[src/rtl/mirq_ctrl_pkg.sv]
// Shared definitions for the machine-mode interrupt front end:
// CSR numbers, bit positions, cause codes, CSR op encodings and FSM states.
package mirq_ctrl_pkg;

    localparam logic [11:0] CSR_MSTATUS = 12'h300;
    localparam logic [11:0] CSR_MIE     = 12'h304;
    localparam logic [11:0] CSR_MIP     = 12'h344;

    localparam int BIT_MSI      = 3;
    localparam int BIT_MTI      = 7;
    localparam int BIT_MEI      = 11;
    localparam int MSTATUS_MIE  = 3;
    localparam int MSTATUS_MPIE = 7;

    localparam logic [31:0] IRQ_MASK     = 32'h0000_0888;
    localparam logic [31:0] MSTATUS_MASK = 32'h0000_0088;

    localparam logic [31:0] CAUSE_MSI = 32'h8000_0003;
    localparam logic [31:0] CAUSE_MTI = 32'h8000_0007;
    localparam logic [31:0] CAUSE_MEI = 32'h8000_000B;

    typedef enum logic [1:0] {
        CSR_OP_READ  = 2'b00,
        CSR_OP_WRITE = 2'b01,
        CSR_OP_SET   = 2'b10,
        CSR_OP_CLEAR = 2'b11
    } csr_op_e;

    typedef enum logic {
        ST_IDLE = 1'b0,
        ST_REQ  = 1'b1
    } trap_state_e;

    function automatic logic [31:0] csr_modify(input csr_op_e op,
                                               input logic [31:0] old_val,
                                               input logic [31:0] wdata);
        case (op)
            CSR_OP_WRITE: csr_modify = wdata;
            CSR_OP_SET:   csr_modify = old_val | wdata;
            CSR_OP_CLEAR: csr_modify = old_val & ~wdata;
            default:      csr_modify = old_val;
        endcase
    endfunction

endpackage

[src/rtl/mirq_ctrl_irq_prio_enc.sv]
// Fixed-priority interrupt encoder: MEI > MSI > MTI.
// Produces the mcause value for the highest-priority pending interrupt.
module irq_prio_enc
    import mirq_ctrl_pkg::*;
(
    input  logic [11:0] pend,
    output logic        any,
    output logic [31:0] cause
);

    localparam logic [11:0] PEND_MASK = IRQ_MASK[11:0];

    always_comb begin
        any   = |(pend & PEND_MASK);
        cause = '0;
        if (pend[BIT_MEI])
            cause = CAUSE_MEI;
        else if (pend[BIT_MSI])
            cause = CAUSE_MSI;
        else if (pend[BIT_MTI])
            cause = CAUSE_MTI;
    end

endmodule

[src/rtl/mirq_ctrl.sv]
// Machine-mode interrupt front end: mip/mie/mstatus registers, CSR port,
// and the trap request FSM that hands interrupts to the core at boundaries.
//
//  state   | meaning
//  IDLE    | no request outstanding; watch for enabled pending IRQ at a boundary
//  REQ     | trap_req held with frozen cause until the core acks
module mirq_ctrl
    import mirq_ctrl_pkg::*;
#(
    parameter bit RESET_MIE = 1'b0
) (
    input  logic        clk,
    input  logic        resetn,
    input  logic        msip_i,
    input  logic        mtip_i,
    input  logic        meip_i,
    input  logic        csr_valid,
    input  logic [11:0] csr_addr,
    input  logic [1:0]  csr_op,
    input  logic [31:0] csr_wdata,
    output logic        csr_hit,
    output logic        csr_ready,
    output logic [31:0] csr_rdata,
    input  logic        instr_boundary,
    output logic        trap_req,
    output logic [31:0] trap_cause,
    input  logic        trap_ack,
    input  logic        mret
);

    localparam logic [31:0] MSTATUS_RST = 32'(RESET_MIE) << MSTATUS_MIE;

    trap_state_e state_q, state_nxt;
    logic        msip_q, mtip_q, meip_q;
    logic [31:0] mip_val, mie_q, mstatus_q, mstatus_nxt;
    logic [31:0] csr_old, csr_new, cause_q, enc_cause;
    logic [11:0] pend;
    logic        pend_any, csr_accept, csr_wr, take_ack, csr_ready_q;
    logic [31:0] csr_rdata_q;

    always_comb begin
        mip_val          = '0;
        mip_val[BIT_MSI] = msip_q;
        mip_val[BIT_MTI] = mtip_q;
        mip_val[BIT_MEI] = meip_q;
    end

    assign pend = mip_val[11:0] & mie_q[11:0];

    irq_prio_enc u_prio (
        .pend  (pend),
        .any   (pend_any),
        .cause (enc_cause)
    );

    assign csr_hit    = csr_valid && (csr_addr == CSR_MSTATUS ||
                                      csr_addr == CSR_MIE ||
                                      csr_addr == CSR_MIP);
    // A ready cycle blocks re-acceptance of the still-held strobe.
    assign csr_accept = csr_hit && !csr_ready_q;
    assign csr_wr     = csr_accept && (csr_op != CSR_OP_READ);

    always_comb begin
        case (csr_addr)
            CSR_MSTATUS: csr_old = mstatus_q;
            CSR_MIE:     csr_old = mie_q;
            CSR_MIP:     csr_old = mip_val;
            default:     csr_old = '0;
        endcase
    end

    assign csr_new = csr_modify(csr_op_e'(csr_op), csr_old, csr_wdata);

    always_comb begin
        state_nxt = state_q;
        take_ack  = 1'b0;
        case (state_q)
            ST_IDLE: if (instr_boundary && mstatus_q[MSTATUS_MIE] && pend_any)
                         state_nxt = ST_REQ;
            ST_REQ:  if (trap_ack) begin
                         take_ack  = 1'b1;
                         state_nxt = ST_IDLE;
                     end
            default: state_nxt = ST_IDLE;
        endcase
    end

    // Later assignments win: trap entry over mret over the CSR write.
    always_comb begin
        mstatus_nxt = mstatus_q;
        if (csr_wr && csr_addr == CSR_MSTATUS)
            mstatus_nxt = csr_new & MSTATUS_MASK;
        if (mret) begin
            mstatus_nxt[MSTATUS_MIE]  = mstatus_q[MSTATUS_MPIE];
            mstatus_nxt[MSTATUS_MPIE] = 1'b1;
        end
        if (take_ack) begin
            mstatus_nxt[MSTATUS_MPIE] = mstatus_q[MSTATUS_MIE];
            mstatus_nxt[MSTATUS_MIE]  = 1'b0;
        end
    end

    always_ff @(posedge clk) begin
        if (!resetn) begin
            state_q     <= ST_IDLE;
            cause_q     <= '0;
            msip_q      <= 1'b0;
            mtip_q      <= 1'b0;
            meip_q      <= 1'b0;
            mie_q       <= '0;
            mstatus_q   <= MSTATUS_RST;
            csr_ready_q <= 1'b0;
            csr_rdata_q <= '0;
        end else begin
            state_q     <= state_nxt;
            msip_q      <= msip_i;
            mtip_q      <= mtip_i;
            meip_q      <= meip_i;
            mstatus_q   <= mstatus_nxt;
            csr_ready_q <= csr_accept;
            if (state_q == ST_IDLE && state_nxt == ST_REQ)
                cause_q <= enc_cause;
            if (csr_accept)
                csr_rdata_q <= csr_old;
            if (csr_wr && csr_addr == CSR_MIE)
                mie_q <= csr_new & IRQ_MASK;
        end
    end

    assign trap_req   = (state_q == ST_REQ);
    assign trap_cause = cause_q;
    assign csr_ready  = csr_ready_q;
    assign csr_rdata  = csr_rdata_q;

endmodule

[config.mk]
export PLATFORM = sky130hd
export DESIGN_NAME = mirq_ctrl
export DESIGN_NICKNAME = d
export VERILOG_FILES = /design/src/rtl/mirq_ctrl_pkg.sv /design/src/rtl/mirq_ctrl_irq_prio_enc.sv /design/src/rtl/mirq_ctrl.sv
export SDC_FILE = /design/constraint.sdc
export NUM_CORES = 1
export LEC_CHECK = 0
export ABC_AREA = 0
export CAP_MARGIN = 25
export CORE_ASPECT_RATIO = 1.4
export CORE_MARGIN = 5
export CORE_UTILIZATION = 34
export CTS_CLUSTER_DIAMETER = 80
export CTS_CLUSTER_SIZE = 12
export DETAILED_ROUTE_END_ITERATION = 16
export PLACE_DENSITY_LB_ADDON = 0.08
export RECOVER_POWER = 50
export SLEW_MARGIN = 10
export SYNTH_ARGS = -nofsm -noshare
export SYNTH_HDL_FRONTEND = slang
export SYNTH_SLANG_ARGS = --single-unit
[constraint.sdc]
create_clock -name clk -period 5.2 [get_ports clk]
set_clock_uncertainty 0.1 [all_clocks]
set_input_delay 1.56 -clock clk [delete_from_list [all_inputs] [get_ports clk]]
set_output_delay 1.56 -clock clk [all_outputs]
set_load 0.02 [all_outputs]
# Word level (Yosys, flattened, before mapping)
# Index checks and enable logic that the tools add are counted.
# Widths: inputs -> output; s select.
totals:
  input_bits: 55
  latchBits: 0
  mem_bits_ro: 0
  regBits: 74
  wordCells: 52
  out_inout_bits: 67
  n_memories: 0
  ramBits: 0
op_classes:
  add_sub_neg: 0
  reduce_logical: 16
  n_bitwise: 6
  muxes: 14
  shift: 0
  n_lt_le_gt_ge: 0
  eq_ne: 6
  n_mul: 0
  div: 0
op_table:
  columns: ["operator", "count"]
  rows:
  - ["$mux 32", 3]
  - ["$pmux 12 s3", 2]
  - ["$eq 12x10->1 const B", 3]
  - ["$and 12x12->12", 2]
  - ["$not 12->12", 1]
  - ["$or 12x12->12", 1]
  - ["$logic_and 1x1->1", 8]
  - ["$mux 8", 1]
  - ["$mux 1", 7]
  - ["$eq 2x2->1 const B", 2]
  - ["$reduce_bool 2->1", 2]
  - ["$reduce_bool 3->1", 1]
  - ["$reduce_or 3->1", 1]
  - ["$eq 2x1->1 const B", 1]
  - ["$logic_or 1x1->1", 2]
  - ["$not 1->1", 2]
  - ["$pmux 1 s2", 1]
  - ["$reduce_or 2->1", 1]
  - ["$logic_not 1->1", 1]

# Depth between registers and ports, before layout
# Gate-level depths: netlist of the first run.
depth:
  ltp_word: 10
  depth_mapped: 5
  depth_no_buf: 4

# Cells and area by module
# From an unflattened synthesis of the first run, not the netlist that was laid out.
hier_totals:
  cells_unflattened: 289
  area_unflattened_um2: 2342.2
modules_own_cells:
  columns: ["module", "cells_per_inst", "area_per_inst_um2", "instances"]
  rows:
  - ["mirq_ctrl", 255, 2092.0, 1]
  - ["irq_prio_enc", 34, 250.2, 1]

# Worst setup path after synthesis of the first run
# Ideal clock, no wire load.
synth_path:
  path_type: "input-to-output"
  start: "in csr_addr[1]"
  end: "out csr_hit"
  arrival_time_ns: 2.360
  n_path_buf: 0
  setup_slack_ns: 1.180
  cell_stages: 3
  required_ns: 3.540
  path_cell_list: "nor4_4 nand3_2 nor2_1"
synth_via:
  elab_chain_len: 4
  word_cells_on_any_way: 6
synth_rtl:
  columns: ["item", "line", "source"]
  rows:
  - ["start, declared", "mirq_ctrl.sv:18", "input logic [11:0] csr_addr,"]
  - ["$eq 12x10->1, on equally long branches", "mirq_ctrl.sv:56, mirq_ctrl.sv:57", null]
  - ["$logic_or 1x1->1", "mirq_ctrl.sv:56", "assign csr_hit = csr_valid && (csr_addr == CSR_MSTATUS ||"]
  - ["$logic_or 1x1->1 (*)", "mirq_ctrl.sv:57", "csr_addr == CSR_MIE ||"]
  - ["$logic_and 1x1->1 (*)", "mirq_ctrl.sv:56", null]
  - ["end, declared", "mirq_ctrl.sv:21", "output logic csr_hit,"]
# Every way passes the cells marked *; elsewhere a longest branch is shown, timed or not.

# Worst setup path in the final report of the first run
# Ends and elaborated chain as after synthesis.

==> results.txt, run 1 <==
die area = 0.00555 mm^2
grt total ovfl = 0
worst-skew pair later-pin latency = 0.24 ns
cell count after synthesis = 172
DR iter-0 viols = 30
Setup Fix Bufs, Post-CTS = 0
Worst R2R Path Depth = 4
maxcap violations = 0
slowest stage cell, crit path = clkdlybuf4s50_1
Die Ht = 86.1 um
drt pass-1 iters = 4
via count = 1,090
GRT Total Usage = 10.6%
slew margin rel. = 58.7%
io pins = 122
largest net degree at the start of global routing = 13
Tmin final = 4.83 ns
vias in the first global route = 1,034
setup TNS = 0 ns
CTS tree = done
Worst setup EP type = primary output
sequential area share after synthesis = 22.8%
layout cells sized above 1 = 7.28%
Yosys Warn Count = 0
routed wire length = 2.97 mm
ys async rst share = 0%
global-route wire length before repair = 4.73 mm
reg-to-reg startpoint = mie_q[7]$_SDFFE_PN0P_
Worst Hold End = csr_rdata[7]$_SDFFE_PN0N_
Syn Area/Cell = 8.18 um^2
R2R setup slack = 3.66 ns
max frequency = 207 MHz
actual slew at the worst max-slew pin = 0.614 ns
worst vdd ir = 0.0793 mV
sequential cell area = 320 um^2
Synth Register Bits = 16
IO Port Bufs = 36
hold path depth = 2
number of flops mapped to enable cells by yosys = 0
post-cts resize count = 0
CTS Buffer Depth = 2
GPL Wtd Cong = 0.799
hold path start = csr_rdata[7]$_SDFFE_PN0N_
Starting Density = 35.3%
Lkg Pwr = 0.695 nW
CTS buffer count = 3
Multi-input gate area = 807 um^2
Remaining DRCs = 0
CP Max Fanout = 3
crit path buf inv count = 2
synthesized area = 0.00141 mm^2
H-tree Lvls = 1
WL/cell = 11.9 um
Tcrit/Tclk final = 92.9%
Routed Antenna Nets = 0
Worst EP required = 3.54 ns
Final setup viols = 0
Hold WC Path Type = flop to flop
Post-DP HPWL = 2.60 mm
Setup CP Type = input pin to primary output
area delta synth->final = 15.8%
CORE AREA = 0.00399 mm^2
NumNets Final = 262
Hold Buf Count CTS = 0
worst path cell trace = clkdlybuf4s50_1 > nor4_4 > nand3_2 > nor2_1 > clkdlybuf4s50_1
vias per cell = 4.38
CTS Root Cell = clkbuf_8
CP peak stage delay = 0.61 ns
Die X = 64.4 um
Reg clk slew, reported paths = 0.06 ns
final core occ = 40.9%
ys flop type = dfxtp_1
Filler cells = 415
Critical Path AT = 3.17 ns
ratio of total power to cell area = 196 mW/mm^2
total power = 0.320 mW
CTS sink cnt = 16
antenna diode count = 0
unrepaired setup endpoints after global routing = false
CP dominant cell by count = clkdlybuf4s50_1
Top delay family on crit path = buffers and inverters
Yosys cell types = 43
reg2reg end = trap_cause[3]$_SDFFE_PN0P_
status = complete, no violations
final hold violations = 0
max-slew violation count = 0
number of core rows = 27
initial antenna violation count = 0
nature of the critical path startpoint = input pin
[layout make-up]
type                            instances  share of cell area (%)
Tap cell                               43                    3.30
Multi-Input combinational cell        144                    49.5
Clock buffer                            4                    3.38
Timing Repair Buffer                   39                    23.5
Sequential cell                        16                    19.6
Inverter                                3                   0.691
[cells in the mapped netlist (2+ instances only)]
cell type  count  area share, %
nand3_2        2            1.4
mux2i_1        2            1.4
inv_1          3           0.80
nor2_1        11            2.9
mux2_4         2            2.1
nand2_1        9            2.4
and2_1         6            2.7
xor2_1         2            1.2
nand3_1        3            1.1
a21oi_1        8            2.8
buf_4         58             31
dfxtp_1       16             23
a211oi_1       3            1.6
nor2b_1        2           0.89
o2111ai_1      3            1.9
nor3_1         3            1.1
xnor2_1        2            1.2
nand2b_1       3            1.3
buf_2          4            1.4
a22o_1         2            1.2
o21ai_0        6            2.1
[tightest hold or removal path, delay by kind of cell (launching register included)]
kind            cells  cell delay [ns]
flops               1             0.31
compound gates      2             0.12
[flip-flops by register name, summed over array words and instances (netlist names), 2 cells and up]
register    cells
mie_q           3
mstatus_q       2
trap_cause      3
csr_rdata       3
[cell usage in the layout (no fill, tap or decap), drive strengths merged, types with 2 or more instances in the layout]
cell,instances
o2111ai,3
nand3,5
dfxtp,16
o21ai,6
mux2i,2
dlygate4sd3,7
xor2,2
nor4,2
a211oi,3
a21oi,8
clkdlybuf4s50,29
clkbuf,4
nor2b,2
conb,56
and2,6
inv,3
nor3,4
nor2,11
a22o,2
nand2,9
buf,3
nand2b,3
mux2,4
xnor2,2
[cells by family (layout without fill, tap and decap cells)]
group	after synthesis	in the layout	share of synthesized area, %
AO/OA/AOI/OAI	29	29	14.5
flip-flops	16	16	22.8
other	1	56	0.266
AND/OR/NAND/NOR	49	49	20.6
multiplexers	6	6	5.16
buffers and inverters	67	46	34.2
XOR/XNOR	4	4	2.49
[how the worst max path moves through the flow]
| stage | startpoint | to | slack (ns) | cells past startpoint |
|---|---|---|---|---|
| final | csr_addr[1] | csr_hit | 0.37 | 5 |
| after global placement | csr_addr[1] | csr_hit | 0.35 | 5 |
| after detailed placement | csr_addr[1] | csr_hit | 0.34 | 5 |
| after floorplan | csr_addr[1] | csr_hit | 1.18 | 3 |
| after global routing | csr_addr[1] | csr_hit | 0.27 | 5 |
| after CTS | csr_addr[1] | csr_hit | 0.34 | 5 |
[per-layer routing]
metal | track usage, % | routed length (um) | vias up
met4 | 4.62 | 40 | 0
met1 | 11.8 | 1100 | 485
met5 | 0 | 0 | -
met2 | 19.9 | 1560 | 57
met3 | 1.18 | 257 | 2
li1 | - | - | 546
[stage by stage]
step / setup WS, ns / cell area, um^2 / instances / hold WS, ns
after floorplan: 1.18 / 1610 / 227 / 0.370
after global placement: 0.352 / 1580 / 245 / 0.368
after detailed placement: 0.341 / 1580 / 245 / 0.374
after CTS: 0.341 / 1640 / 249 / 0.385
after global routing: 0.267 / 1630 / 249 / 0.418
final: 0.368 / 1630 / 249 / 0.380
[where the power goes]
part / total (mW) / internal, mW / leakage [nW] / switching, mW
combinational: 0.0851 / 0.0282 / 0.536 / 0.0569
clock: 0.107 / 0.0670 / 0.0288 / 0.0402
sequential: 0.128 / 0.125 / 0.130 / 0.00235
(Power assumes the default switching activity.)
==> run 2, diff against run 1 <==
Settings changed: CORE_UTILIZATION 34 to 60, CTS_CLUSTER_SIZE 12 to 30, DONT_BUFFER_PORTS set to 1, GPL_TIMING_DRIVEN set to 0.
==> run 2 against run 1 <==
First-iteration DRC count shrank 47%; critical path type unchanged; routed wire length grew 4.5%; worst hold slack better by 0.044 ns; sequential cell count unchanged; count of clock-buffer cells in the layout unchanged.
==> results.txt, run 2 (same netlist as run 1, synthesis figures left out) <==
status = complete, no violations
R2R setup slack = 3.55 ns (-0.11 ns)
post-cts resize count = 0 (unchanged)
CTS sink cnt = 16 (unchanged)
routed wire length = 3.10 mm (+4.5%)
Starting Density = 63.9% (+29 points)
hold path start = mie_q[11]$_SDFFE_PN0P_
initial antenna violation count = 0 (unchanged)
ratio of total power to cell area = 185 mW/mm^2 (-5.5%)
vias per cell = 4.64 (+6.1%)
IO Port Bufs = 0 (-100%)
Remaining DRCs = 0 (unchanged)
drt pass-1 iters = 4 (unchanged)
vias in the first global route = 1,091 (+5.5%)
layout cells sized above 1 = 31.6% (+24 points)
worst path cell trace = nor4_4 > nand3_1 > nor2_1
unrepaired setup endpoints after global routing = false
Hold Buf Count CTS = 0 (unchanged)
Logic pwr share = 32.4% (+5.8 points)
largest net degree at the start of global routing = 11 (-2)
crit path buf inv count = 0 (-2)
commonest non-fill, non-tap cells in the layout = buf_4 (58), conb_1 (56), dfxtp_1 (16), nor2_1 (11), nand2_1 (9)
hold path depth = 2 (unchanged)
CP Max Fanout = 6 (+3)
antenna diode count = 0 (unchanged)
Multi-input gate area = 802 um^2 (-0.62%)
global-route wire length before repair = 4.80 mm (+1.3%)
Die Ht = 67.3 um (-22%)
setup TNS = 0 ns (unchanged)
die area = 0.00343 mm^2 (-38%)
CTS buffer count = 3 (unchanged)
reg-to-reg startpoint = csr_ready$_SDFF_PN0_
total power = 0.309 mW (-3.4%)
nature of the critical path startpoint = input pin
placed cell area = 0.00164 mm^2 (+3.9%)
final hold violations = 0 (unchanged)
Finished Layout Cells = 253 (+1.6%)
Hold WC Path Type = flop to flop
max-slew violation count = 0 (unchanged)
slew margin rel. = 62.3% (+3.5 points)
Sequential Power Share = 41.3% (+1.4 points)
io pins = 122 (unchanged)
Final setup viols = 0 (unchanged)
cell-internal power = 0.209 mW (-5.2%)
Post-DP HPWL = 2.72 mm (+4.7%)
worst-skew pair later-pin latency = 0.28 ns (+0.04 ns)
sequential cell area = 320 um^2 (unchanged)
maxcap violations = 0 (unchanged)
slowest stage cell, crit path = nor2_1
Tcrit/Tclk final = 80.6% (-12 points)
Placed Cells = 249 (+1.6%)
H-tree Lvls = 1 (unchanged)
Setup CP Type = input pin to primary output
Filler cells = 165 (-60%)
Design Area, Final = 0.00167 mm^2 (+2.2%)
CTS Root Cell = clkbuf_4
commonest non-fill, non-tap cell in the layout = buf_4
actual slew at the worst max-slew pin = 0.562 ns (-0.0523 ns)
via count = 1,175 (+7.8%)
grt total ovfl = 0 (unchanged)
Worst setup EP type = primary output
DR iter-0 viols = 16 (-47%)
Switching Share = 32.4% (+1.3 points)
number of core rows = 20 (-26%)
Lkg Pwr = 0.857 nW (+23%)
Routed Antenna Nets = 0 (unchanged)
Reg clk slew, reported paths = 0.09 ns (+0.03 ns)
GPL Wtd Cong = 0.882 (+10%)
Worst Hold End = mie_q[11]$_SDFFE_PN0P_
CTS tree = done
WL/cell = 12.3 um (+2.9%)
Top delay family on crit path = simple AND/OR/NAND/NOR gates
NumNets Final = 287 (+9.5%)
CORE AREA = 0.00220 mm^2 (-45%)
Tmin final = 4.19 ns (-0.639 ns)
Psw = 0.100 mW (+0.53%)
max frequency = 238 MHz (+15%)
Worst EP required = 3.54 ns (about the same)
clock share of power = 26.2% (-7.3 points)
area delta synth->final = 18.4%
worst vdd ir = 0.101 mV (+28%)
reg2reg end = mie_q[3]$_SDFFE_PN0P_
Die X = 50.9 um (-21%)
CP peak stage delay = 0.41 ns (-0.20 ns)
Critical Path AT = 2.53 ns (-0.64 ns)
CTS Buffer Depth = 2 (unchanged)
Worst R2R Path Depth = 4 (unchanged)
GRT Total Usage = 17.7% (+7.1 points)
Setup Fix Bufs, Post-CTS = 0 (unchanged)
## run 2: changes by cell type in the layout (fill, tap and decap cells not counted), sizes merged
cell           delta
buf              +59
clkdlybuf4s50    -29
clkbuf            +2
dlygate4sd3       -7
## run 2: how the worst max path moves through the flow
| stage | startpoint | end | slack [ns] | depth (start not counted) |
|---|---|---|---|---|
| after floorplan | csr_addr[1] | csr_hit | 1.18 | 3 |
| after global placement | csr_addr[1] | csr_hit | 1.11 | 3 |
| after detailed placement | csr_addr[1] | csr_hit | 1.09 | 3 |
| after CTS | csr_addr[1] | csr_hit | 1.09 | 3 |
| after global routing | csr_addr[1] | csr_hit | 0.95 | 3 |
| final | csr_addr[1] | csr_hit | 1.01 | 3 |
## run 2: per-stage QoR
stage               hold WS (ns)  worst slack [ns]  utilization, %
finish                     0.424              1.01            75.7
global route               0.506             0.954            75.7
CTS                        0.419              1.09            76.2
detailed placement         0.406              1.09            74.5
global placement           0.399              1.11            74.5
floorplan                  0.370              1.18               -
## run 2: routing by layer
| layer | wire [um] | track usage (%) | vias up |
|---|---|---|---|
| met5 | 0 | 0 | - |
| li1 | - | - | 590 |
| met4 | 102 | 10.5 | 0 |
| met1 | 1020 | 17.5 | 508 |
| met3 | 329 | 5.08 | 10 |
| met2 | 1650 | 31.8 | 67 |
## run 2: power groups by stage
stage	Clock [mW]	Sequential, mW	Combinational, mW
after floorplan	0	0.129	0.0920
after global placement	0	0.130	0.0964
after detailed placement	0	0.130	0.0969
after CTS	0.0836	0.128	0.0970
after global routing	0.0881	0.128	0.108
final	0.0810	0.128	0.100
## run 2: worst min-delay path: cells and delay by family, from the launching register on
kind / cells / cell delay [ns]
DFF: 1 / 0.34
AOI/OAI and AO/OA: 2 / 0.15
## run 2: final cells by class
type | count | area share (%)
Buffer | 64 | 28.2
Clock buffer | 4 | 2.18
Inverter | 3 | 0.676
Multi-Input combinational cell | 144 | 48.1
Sequential cell | 16 | 19.2
Tap cell | 22 | 1.65
